==> config.mk <==
export PLATFORM = sky130hd
export DESIGN_NAME = periph_bus_arbiter
export DESIGN_NICKNAME = d
export VERILOG_FILES = /design/src/rtl/periph_bus_arbiter_pkg.sv /design/src/rtl/periph_bus_arbiter_arb_lock_fsm.sv /design/src/rtl/periph_bus_arbiter.sv
export SDC_FILE = /design/constraint.sdc
export NUM_CORES = 1
export LEC_CHECK = 0
export ABC_AREA = 1
export CAP_MARGIN = 40
export CORE_AREA = 2 2 121 123
export CTS_CLUSTER_DIAMETER = 120
export DETAILED_ROUTE_END_ITERATION = 10
export DIE_AREA = 0 0 123 125
export DONT_BUFFER_PORTS = 1
export GPL_ROUTABILITY_DRIVEN = 0
export PLACE_DENSITY = 0.3
export SLEW_MARGIN = 20
export SYNTH_ARGS = -nofsm -noshare
export SYNTH_HDL_FRONTEND = slang
export SYNTH_SLANG_ARGS = --single-unit
==> constraint.sdc <==
create_clock -name clk -period 2 [get_ports clk]
set_input_delay 0.4 -clock clk [delete_from_list [all_inputs] [get_ports clk]]
set_output_delay 0.4 -clock clk [all_outputs]
set_load 0.03 [all_outputs]
==> src/rtl/periph_bus_arbiter_pkg.sv <==
// Shared widths, memory bus codes and the request record for the peripheral bus arbiter.
package periph_bus_arbiter_pkg;

  localparam int ADDR_W      = 32;
  localparam int WORD_W      = 32;
  localparam int MEM_COUNT_W = 2;
  localparam int MEM_CODE_W  = 3;

  localparam logic [MEM_COUNT_W-1:0] MEM_COUNT_BYTE = 2'd0;
  localparam logic [MEM_COUNT_W-1:0] MEM_COUNT_HALF = 2'd1;
  localparam logic [MEM_COUNT_W-1:0] MEM_COUNT_WORD = 2'd2;

  // NONE and STALL are arbiter-only codes; the slave never returns them.
  localparam logic [MEM_CODE_W-1:0] MEM_CODE_OK    = 3'd0;
  localparam logic [MEM_CODE_W-1:0] MEM_CODE_ERR   = 3'd1;
  localparam logic [MEM_CODE_W-1:0] MEM_CODE_NONE  = 3'd2;
  localparam logic [MEM_CODE_W-1:0] MEM_CODE_STALL = 3'd3;

  localparam logic [0:0] ST_IDLE   = 1'b0;
  localparam logic [0:0] ST_LOCKED = 1'b1;

  typedef struct packed {
    logic [ADDR_W-1:0]      addr;
    logic [WORD_W-1:0]      wr_data;
    logic                   wr_en;
    logic [MEM_COUNT_W-1:0] count;
  } bus_req_t;

  function automatic bus_req_t req_mux(input logic g0, input logic g1,
                                       input bus_req_t r0, input bus_req_t r1);
    bus_req_t r;
    r = '0;
    if (g0)      r = r0;
    else if (g1) r = r1;
    return r;
  endfunction

endpackage

==> src/rtl/periph_bus_arbiter_arb_lock_fsm.sv <==
// Round-robin grant with bounded bus lock; index 0 is m0, index 1 is m1.
module arb_lock_fsm
  import periph_bus_arbiter_pkg::*;
#(
  parameter int LOCK_MAX_CYCLES = 16
) (
  input  logic       clk,
  input  logic       aresetn,
  input  logic [1:0] req_valid,
  input  logic [1:0] req_lock,
  output logic       grant_m0,
  output logic       grant_m1
);

  localparam int CNT_W = $clog2(LOCK_MAX_CYCLES + 1);
  localparam logic [CNT_W-1:0] CNT_LAST = CNT_W'(LOCK_MAX_CYCLES - 1);

  logic [0:0]       state_q, state_d;
  logic             owner_q, owner_d;
  logic             rr_pref_q, rr_pref_d;
  logic [CNT_W-1:0] lock_cnt_q, lock_cnt_d;
  logic [1:0]       gnt;
  logic             winner;

  always_comb begin
    gnt = 2'b00;
    if (state_q == ST_IDLE) begin
      if (&req_valid) gnt[rr_pref_q] = 1'b1;
      else            gnt = req_valid;
    end else begin
      // non-owner is shut out for the whole lock, even while the owner is idle
      gnt[owner_q] = req_valid[owner_q];
    end
  end

  assign winner = gnt[1];

  // grants are masked in reset so the slave sees an idle bus immediately
  assign grant_m0 = gnt[0] & aresetn;
  assign grant_m1 = gnt[1] & aresetn;

  always_comb begin
    state_d    = state_q;
    owner_d    = owner_q;
    rr_pref_d  = rr_pref_q;
    lock_cnt_d = lock_cnt_q;
    if (state_q == ST_IDLE) begin
      if (|gnt) begin
        rr_pref_d = ~winner;
        if (req_lock[winner]) begin
          state_d    = ST_LOCKED;
          owner_d    = winner;
          lock_cnt_d = '0;
        end
      end
    end else begin
      lock_cnt_d = lock_cnt_q + CNT_W'(1);
      if (lock_cnt_q == CNT_LAST || (gnt[owner_q] && !req_lock[owner_q])) begin
        state_d    = ST_IDLE;
        lock_cnt_d = '0;
        rr_pref_d  = ~owner_q;
      end
    end
  end

  always_ff @(posedge clk or negedge aresetn) begin
    if (!aresetn) begin
      state_q    <= ST_IDLE;
      owner_q    <= 1'b0;
      rr_pref_q  <= 1'b0;
      lock_cnt_q <= '0;
    end else begin
      state_q    <= state_d;
      owner_q    <= owner_d;
      rr_pref_q  <= rr_pref_d;
      lock_cnt_q <= lock_cnt_d;
    end
  end

endmodule

==> src/rtl/periph_bus_arbiter.sv <==
// Two-master arbiter for the single-slave peripheral bus: request mux plus registered response routing.
module periph_bus_arbiter
  import periph_bus_arbiter_pkg::*;
#(
  parameter int LOCK_MAX_CYCLES = 16
) (
  input  logic                   clk,
  input  logic                   aresetn,
  input  logic                   i_m0_req_valid,
  input  logic                   i_m0_req_lock,
  input  logic [ADDR_W-1:0]      i_m0_req_addr,
  input  logic [WORD_W-1:0]      i_m0_req_wr_data,
  input  logic                   i_m0_req_wr_en,
  input  logic [MEM_COUNT_W-1:0] i_m0_req_count,
  input  logic                   i_m1_req_valid,
  input  logic                   i_m1_req_lock,
  input  logic [ADDR_W-1:0]      i_m1_req_addr,
  input  logic [WORD_W-1:0]      i_m1_req_wr_data,
  input  logic                   i_m1_req_wr_en,
  input  logic [MEM_COUNT_W-1:0] i_m1_req_count,
  output logic [WORD_W-1:0]      o_m0_res_rd_data,
  output logic [MEM_CODE_W-1:0]  o_m0_res_code,
  output logic [WORD_W-1:0]      o_m1_res_rd_data,
  output logic [MEM_CODE_W-1:0]  o_m1_res_code,
  output logic [ADDR_W-1:0]      o_req_addr,
  output logic [WORD_W-1:0]      o_req_wr_data,
  output logic                   o_req_wr_en,
  output logic [MEM_COUNT_W-1:0] o_req_count,
  input  logic [WORD_W-1:0]      i_res_rd_data,
  input  logic [MEM_CODE_W-1:0]  i_res_code
);

  logic       grant_m0, grant_m1;
  bus_req_t   req_m0, req_m1, req_out;
  logic [1:0] resp_sel, stall_q;

  arb_lock_fsm #(.LOCK_MAX_CYCLES(LOCK_MAX_CYCLES)) u_lock_fsm (
    .clk       (clk),
    .aresetn   (aresetn),
    .req_valid ({i_m1_req_valid, i_m0_req_valid}),
    .req_lock  ({i_m1_req_lock,  i_m0_req_lock}),
    .grant_m0  (grant_m0),
    .grant_m1  (grant_m1)
  );

  assign req_m0  = {i_m0_req_addr, i_m0_req_wr_data, i_m0_req_wr_en, i_m0_req_count};
  assign req_m1  = {i_m1_req_addr, i_m1_req_wr_data, i_m1_req_wr_en, i_m1_req_count};
  assign req_out = req_mux(grant_m0, grant_m1, req_m0, req_m1);

  assign o_req_addr    = req_out.addr;
  assign o_req_wr_data = req_out.wr_data;
  assign o_req_wr_en   = req_out.wr_en;
  assign o_req_count   = req_out.count;

  // slave answers one cycle later, so remember who owned this cycle
  always_ff @(posedge clk or negedge aresetn) begin
    if (!aresetn) begin
      resp_sel <= 2'b00;
      stall_q  <= 2'b00;
    end else begin
      resp_sel <= {grant_m1, grant_m0};
      stall_q  <= {i_m1_req_valid & ~grant_m1, i_m0_req_valid & ~grant_m0};
    end
  end

  assign o_m0_res_rd_data = resp_sel[0] ? i_res_rd_data : '0;
  assign o_m1_res_rd_data = resp_sel[1] ? i_res_rd_data : '0;
  assign o_m0_res_code    = resp_sel[0] ? i_res_code :
                            stall_q[0]  ? MEM_CODE_STALL : MEM_CODE_NONE;
  assign o_m1_res_code    = resp_sel[1] ? i_res_code :
                            stall_q[1]  ? MEM_CODE_STALL : MEM_CODE_NONE;

endmodule
# After elaboration in Yosys (flattened, before gate mapping)
# Cells that the tools add are included.
# totals
output_inout_bits,137
ff_bits,12
# op_classes
reduce_logical,12
eq_ne,2
order_cmp,5
n_mux,33
bitwise,10
addsub,1
# op_table
cell,count
67-bit 2-to-1 mux,2
32-bit 2-to-1 mux,2
5-bit 2-to-1 mux,4
1-bit 2-to-1 mux,19
1-bit by 2-bit < comparator with 1-bit output (second input constant),3
3-bit 2-to-1 mux,2
2-bit AND reduction,3
5-bit by 1-bit adder with 5-bit output (second input constant),1
5-bit by 4-bit == test with 1-bit output (second input constant),1
1-bit inverter,5
1-bit AND,4
2-bit 2-to-1 mux,2
2-bit nonzero test,2
1-bit logical AND,3
3-bit AND reduction,1
2-bit AND,1
1-bit demux with 1-bit select,2
1-bit >= comparator (second input constant),2
2-bit inequality test (second input constant),1
2-bit OR reduction,1
1-bit zero test,1
1-bit logical OR,1

# Logic depth before layout (Yosys ltp)
# Gate-level depths: netlist of run 1.
# depth
word_depth,12
depth_mapped,10
ltp_nobuf,9

# Modules after synthesis
# From an unflattened synthesis of run 1, not the netlist that was laid out.
# unflattened
cells_unflattened,455
area_unflattened_um2,2406.1
# by_module_without_submodules
module,seq_area_each_um2,area_each_um2,n_inst,cells_per_inst
periph_bus_arbiter,100.1,1874.3,1,382
arb_lock_fsm,200.2,531.8,1,73

# Least setup slack after synthesis of run 1
# OpenSTA, ideal clock, no wires.
# synth_path
kind,register -> output
start,reg u_lock_fsm.owner_q
end,out o_req_addr[10]
slack_ns,0.216
path_stages_with_launch,10
arrival_time_ns,1.384
required_time_ns,1.600
n_path_buf,2
path_cell_list,dfrtp_1 > inv_1 > nand2_1 > nand3_1 > nand3_1 > inv_2 > buf_4 > buf_6 > nand2_1 > nand2_1
# synth_via
elab_chain_len,9
# synth_lines
item,line,rtl
from (decl),periph_bus_arbiter_arb_lock_fsm.sv:19,"logic owner_q, owner_d;"
from (signal assigned),periph_bus_arbiter_arb_lock_fsm.sv:74,owner_q <= owner_d;
1-bit by 2-bit < comparator with 1-bit output (implied by the code) or 1-bit >= comparator (tied branches),periph_bus_arbiter_arb_lock_fsm.sv:32,gnt[owner_q] = req_valid[owner_q];
1-bit logical AND (implied by the code),periph_bus_arbiter_arb_lock_fsm.sv:32,
1-bit 2-to-1 mux (implied by the code),periph_bus_arbiter_arb_lock_fsm.sv:32,
1-bit demux with 1-bit select,n/a,
2-bit AND (no line) (*),n/a,
2-bit 2-to-1 mux (*),periph_bus_arbiter_arb_lock_fsm.sv:27,if (state_q == ST_IDLE) begin
1-bit AND,periph_bus_arbiter_arb_lock_fsm.sv:40,assign grant_m1 = gnt[1] & aresetn;
67-bit 2-to-1 mux,periph_bus_arbiter_pkg.sv:34,else if (g1) r = r1;
67-bit 2-to-1 mux (*),periph_bus_arbiter_pkg.sv:33,if (g0) r = r0;
to (decl),periph_bus_arbiter.sv:25,"output logic [ADDR_W-1:0] o_req_addr,"
# Mark *: on every way between the ends. The rest lies on a longest branch, timed or not. The select of a mux whose other input is x is not followed.

# Final worst setup path of run 1
# layout_path
start,reg u_lock_fsm.state_q
end,out o_req_wr_data[27]
# layout_via
elab_chain_len,4
# layout_lines
item,line,rtl
from (decl),periph_bus_arbiter_arb_lock_fsm.sv:18,"logic [0:0] state_q, state_d;"
from (signal assigned),periph_bus_arbiter_arb_lock_fsm.sv:73,state_q <= state_d;
2-bit 2-to-1 mux (*),periph_bus_arbiter_arb_lock_fsm.sv:27,
1-bit AND,periph_bus_arbiter_arb_lock_fsm.sv:40,
67-bit 2-to-1 mux,periph_bus_arbiter_pkg.sv:34,
67-bit 2-to-1 mux (*),periph_bus_arbiter_pkg.sv:33,
to (decl),periph_bus_arbiter.sv:26,"output logic [WORD_W-1:0] o_req_wr_data,"
# Mark *: on every way between the ends. The rest lies on a longest branch, timed or not.

==> results of run 1 <==
layout make-up:
cell class	instances	area, um^2
clock buffers	3	75.1
fillers	1469	9640
inverters	80	323
multi-input cells	325	2070
flip-flops and latches	12	300
well taps	184	230
repair buffers	100	1540
repair inverters	1	16.3
path summary, 6_finish.rpt:
kind,startpoint,to,cells past startpoint
max reg2reg,u_lock_fsm.state_q$_DFF_PN0_,u_lock_fsm.rr_pref_q$_DFFE_PN0P_,9
min reg2reg,u_lock_fsm.lock_cnt_q[3]$_DFFE_PN0P_,u_lock_fsm.lock_cnt_q[3]$_DFFE_PN0P_,2
min in group asynchronous,aresetn,u_lock_fsm.rr_pref_q$_DFFE_PN0P_,1
min,i_m0_req_valid,stall_q[0]$_DFF_PN0_,2
max in group asynchronous,aresetn,resp_sel[1]$_DFF_PN0_,1
max,u_lock_fsm.state_q$_DFF_PN0_,o_req_wr_data[27],9
state kept, by name, summed over array words and instances, names as in the netlist:
name and flops:
u_lock_fsm.lock_cnt_q 5, u_lock_fsm.rr_pref_q 1, stall_q 2, resp_sel 2, u_lock_fsm.state_q 1, u_lock_fsm.owner_q 1
through the flow:
| step | instance area (um^2) | setup slack [ns] | hold slack, ns | utilization, % | std cells |
|---|---|---|---|---|---|
| finish | 4560 | -0.209 | 0.294 | 32.1 | 705 |
| floorplan | 2050 | 0.216 | 0.104 | - | 439 |
| CTS | 3830 | -0.158 | 0.291 | 26.9 | 696 |
| detailed placement | 3040 | -0.0318 | 0.105 | 21.4 | 675 |
| global placement | 3040 | 0.00804 | 0.105 | 21.4 | 675 |
| global route | 4560 | -0.279 | 0.305 | 32.1 | 705 |
layer usage:
metal	GRT usage [%]	wire length, um	vias up
li1	-	-	1424
met1	14.2	4460	1410
met2	26.3	6990	216
met3	1.69	830	22
met4	3.48	391	0
met5	0	0	-
what timing repair did:
action,in CTS,in global routing
setup endpoints to repair,67,67
pin swaps,28,67
endpoints found under the hold margin,12,0
hold buffers,1,0
setup buffers,9,4
resized for setup,126,156
gates cloned,8,7
cells in the final DEF (no fill, tap or decap), types with 4 or more instances in the layout:
cell type,netlist,routed
buf_12,0,32
buf_16,0,7
buf_4,1,13
buf_6,4,41
clkbuf_16,0,8
dfrtp_1,12,12
inv_1,76,76
nand2_1,287,150
nand2_2,2,73
nand2_4,0,62
nand2_8,0,4
nand3_1,14,12
nand4_1,7,7
nor2_1,4,4
power breakdown:
group | leakage, nW | switching (W) | internal [W]
Sequential | 0.154 | 0.0000702 | 0.000313
Clock | 0.0370 | 0.000102 | 0.000260
Combinational | 2.55 | 0.00207 | 0.00139
cell families (layout without fill, tap and decap cells):
family,Yosys count,in the layout,synth area share (%)
flops,12,12,14.6
buf+inv,102,184,20.9
simple gates,315,315,59.9
xor+xnor,2,2,0.854
fa+ha+maj,2,2,1.22
compound gates,4,4,1.46
mux,2,2,1.10
==> reports/summary.txt, run 1 <==
Nets: 700
Num CTS Buffers: 3
Final count of pins violating max slew: 0
Vias/cell: 4.36
CP required: 1.60 ns
F_max: 453 MHz
Worst R2R Setup Slack: 0.32 ns
DRC Markers: 0
Initial Util: 14.4%
Crit path DAT: 1.81 ns
Synth top cells by count: nand2_1 (287), inv_1 (76), nand3_1 (14)
Clock Root Buffer: clkbuf_16
Synth Register Bits: 12
DP HPWL: 7.81 mm
Asr flop ratio synth: 100%
Final setup margin: -0.209 ns
Total track usage: 13.2%
Worst slew pin tran: 0.570 ns
Register area share after synthesis: 14.6%
Worst-skew pair later-pin latency: 0.24 ns
Final min period: 2.21 ns
Type of origin of the critical path: register
Die Y: 125 um
Syn_area_per_cell: 4.67 um^2
Post-Syn Nets: 616
Master of the slowest instance on the critical path: dfrtp_1
Main synth FF type: dfrtp_1
Tcrit/Tclk final: 110%
Yosys cell types: 20
Pwr Total: 0.00420 W
Post-Route WL: 12.7 mm
Maxcap violations: 0
Critical path class: reg -> out
Initial antenna violation count: 0
Peak VDD IR: 0.410 mV
RSZ-0062 raised after global routing: yes
Setup Skew: 0.00286 ns
Post-route ant nets: 0
CTS tree: done
Max Fanout on Critical Path: 8
First-pass GRT wire length: 15.5 mm
Top cells by area, synth: nand2_1 (53%), dfrtp_1 (15%), inv_1 (14%), nand3_1 (3.4%), buf_2 (2.2%)
Port buffer count: 0
Status: finished with violations
Mapped Cells: 439
Top-area cell type share of the netlist area: 52.5%
Sum Neg Setup Slack: -9.71 ns
Die X: 123 um
Ant. Diodes: 0
Path type of the worst min-delay path: in -> reg
Number of flops mapped to enable cells by yosys: 0
Clock sinks: 12
Vias in the first global route: 2850
Share of post-route cells with drive strength above 1: 48.6%
Setup crit end kind: output pin
Failing checks: setup timing
H-tree level count: 1
P&R area growth vs syn: 122%
Initial DRC Count: 111
Clock transition at the registers of the reported paths: 0.04 ns
Dominant cell by count in the synthesized netlist: nand2_1
I/O pin count: 312
Grt ovf: 0
Kind of cell adding the most delay to the critical path: buffers and inverters
CP Cell Sequence: buf_6, a21boi_4, nand3_4, inv_6, buf_12, clkbuf_16, nand2_1, nand2_1, buf_6
Drt wl/cell: 18.0 um
First-pass DRT Iterations: 4
Largest net degree at the start of global routing: 35
Fin. Hold Viols: 0
Synth warn: 0
Maximum root-to-sink buffer count: 2
Crit-path max cell delay: 0.41 ns
Vias: 3072
Area leader, netlist: nand2_1
Full die area: 0.0154 mm^2
Setup Viol. Count Final: 67
Synthesized cell area: 0.00205 mm^2
Slew headroom: 61.9%
Num rows: 44
Pwr per Cell Area: 921 mW/mm^2
Core area: 0.0142 mm^2
Buffers and inverters on the worst path: 5
Static Leak: 2.74 nW
No activity file was read; power rests on OpenSTA's default activity.
==> inputs of run 2 (changes only) <==
CORE_AREA = 2 2 120 122   (was 2 2 121 123)
DIE_AREA = 0 0 122 124   (was 0 0 123 125)
MAX_ROUTING_LAYER = met4   (was default)
==> run 2 against run 1 <==
Compared with the run above:
- the flow still finishes with violations (setup timing)
- clock power about the same
- count of clock-buffer cells in the layout unchanged
- final cell count down 0.28%
- register-to-register slack worse by 0.06 ns
- sequential share of layout area increased by 0.75 points
- setup slack gained 0.12 ns
- wire length decreased by 7.1%
- sequential cell count stayed put
- global-route usage shrank 0.73 points
- cell area shrank 9.9%
- sequential power increased by 4%
- critical path depth is the same
- highest routed layer unchanged
==> reports/summary.txt, run 2 (synthesized netlist as in run 1, its figures left out) <==
Status: finished with violations
Failing checks: setup timing
First-pass DRT Iterations: 4
Core area: 0.0137 mm^2
Slew headroom: 60.7%
CP required: 1.60 ns
Largest net degree at the start of global routing: 36
Tcrit/Tclk final: 105%
Top Registers: u_lock_fsm.lock_cnt_q x5, resp_sel x2, stall_q x2
Buffers and inverters on the worst path: 4
Final count of pins violating max slew: 0
Num rows: 43
Hold path depth: 2
F_max: 478 MHz
P&R area growth vs syn: 100%
Initial Util: 15.0%
Kind of cell adding the most delay to the critical path: buffers and inverters
Pwr per Cell Area: 947 mW/mm^2
Die Y: 124 um
Path type of the worst min-delay path: in -> reg
Fill count: 1455
Reg2reg path depth: 10
Num CTS Buffers: 3
Clock Root Buffer: clkbuf_16
Vias: 2929
DRC Markers: 0
Total track usage: 12.5%
Final min period: 2.09 ns
Worst-skew pair later-pin latency: 0.24 ns
Initial antenna violation count: 0
Post-route cell area: 0.00411 mm^2
CTS tree: done
Critical path class: reg -> out
Peak VDD IR: 0.282 mV
First-pass GRT wire length: 13.8 mm
Clock transition at the registers of the reported paths: 0.04 ns
Full die area: 0.0151 mm^2
Pre-CTS WS: 0.0609 ns
Type of origin of the critical path: register
Critical hold path startpoint: i_m0_req_valid
I/O pin count: 312
Post-Route WL: 11.8 mm
Worst slew pin tran: 0.588 ns
Multi-input logic area: 0.00171 mm^2
Final setup margin: -0.0907 ns
H-tree level count: 1
Ant. Diodes: 0
DP HPWL: 8.57 mm
Clock sinks: 12
Maxcap violations: 0
Crit path DAT: 1.69 ns
Fin. Hold Viols: 0
Hold Path Sink: stall_q[0]$_DFF_PN0_
Max Fanout on Critical Path: 8
R2r startpoint: u_lock_fsm.owner_q$_DFFE_PN0P_
FF-to-FF End: u_lock_fsm.rr_pref_q$_DFFE_PN0P_
Setup Viol. Count Final: 66
Nets: 702
Register area: 302 um^2
Master of the slowest instance on the critical path: dfrtp_2
RSZ-0062 raised after global routing: yes
Commonest non-fill, non-tap cell in the layout: nand2_1
Vias/cell: 4.17
Vias in the first global route: 2516
Post-route ant nets: 0
Crit-path max cell delay: 0.45 ns
Worst R2R Setup Slack: 0.26 ns
Most frequent cells in the layout: nand2_1 (202), inv_1 (76), nand2_2 (58)
Initial DRC Count: 128
Setup crit end kind: output pin
Grt ovf: 0
Port buffer count: 0
Share of post-route cells with drive strength above 1: 39.0%
Drt wl/cell: 16.7 um
Maximum root-to-sink buffer count: 2
Critical path's most frequent cell: nand2_2
Largest register by flop count: u_lock_fsm.lock_cnt_q
Static Leak: 2.53 nW
Setup Skew: 0.00323 ns
CP Cell Sequence: a21oi_2, nand2_2, inv_2, nand2_4, clkinv_8, clkbuf_16, nand2_2, nand2_2, buf_6
Post-DP Area: 0.00311 mm^2
Die X: 122 um
Max reg flops: 5
==> run 2: worst max path at each step <==
stage	start	endpoint	slack (ns)	cells past startpoint
2_1_floorplan	u_lock_fsm.owner_q$_DFFE_PN0P_	o_req_addr[10]	0.22	9
3_3_place_gp	u_lock_fsm.state_q$_DFF_PN0_	o_req_wr_data[7]	0.06	9
3_5_place_dp	u_lock_fsm.state_q$_DFF_PN0_	o_req_wr_data[7]	0.06	9
4_1_cts	u_lock_fsm.state_q$_DFF_PN0_	o_req_wr_data[19]	-0.11	10
5_1_grt	u_lock_fsm.state_q$_DFF_PN0_	o_req_wr_en	-0.15	9
6_report	u_lock_fsm.state_q$_DFF_PN0_	o_req_wr_en	-0.09	9
==> run 2: area by class of cell <==
| type | count | area share, % |
|---|---|---|
| inverter | 80 | 7.91 |
| tap | 180 | 5.48 |
| sequential | 12 | 7.34 |
| multi-input combinational | 325 | 41.7 |
| timing repair buffer | 103 | 35.7 |
| clock buffer | 3 | 1.83 |
==> run 2: report_power, final <==
part	internal, W	switching, W
sequential	0.000315	0.0000819
combinational	0.00124	0.00189
clock	0.000260	0.000103
total	0.00182	0.00208
==> run 2: worst reg2reg max path, cell delays in order (launching register included) <==
cell and delay [ns]:
dfrtp_1 0.39, buf_6 0.13, a21boi_4 0.18, buf_4 0.13, buf_4 0.09, buf_4 0.10
nand3_1 0.21, nand3_1 0.23, nand2_1 0.07, nand2_1 0.05, nand2_1 0.04
==> run 2: through the flow <==
step                      cells  utilization, %  hold WS [ns]  TNS (ns)  power [W]
after CTS                   696            27.6         0.277     -4.65    0.00375
after floorplan             439               -         0.104         0    0.00196
final                       703            30.0         0.277     -3.50    0.00389
after global placement      677            22.7         0.105         0    0.00289
after global routing        703            30.0         0.306     -8.23    0.00412
after detailed placement    677            22.7         0.105         0    0.00290
==> run 2: what timing repair did <==
item	CTS	global route
endpoints found under the hold margin	12	0
pin swaps	10	19
cloned	5	6
setup buffers	10	5
resized for setup	105	74
setup endpoints to repair	67	67
hold buffers	1	0
==> run 2: per-layer routing <==
metal	global-route usage [%]	up-vias	routed length, um
li1	-	1431	-
met1	13.4	1288	4250
met2	25.0	203	6590
met3	1.33	7	814
met4	1.72	0	114
met5	-	-	0
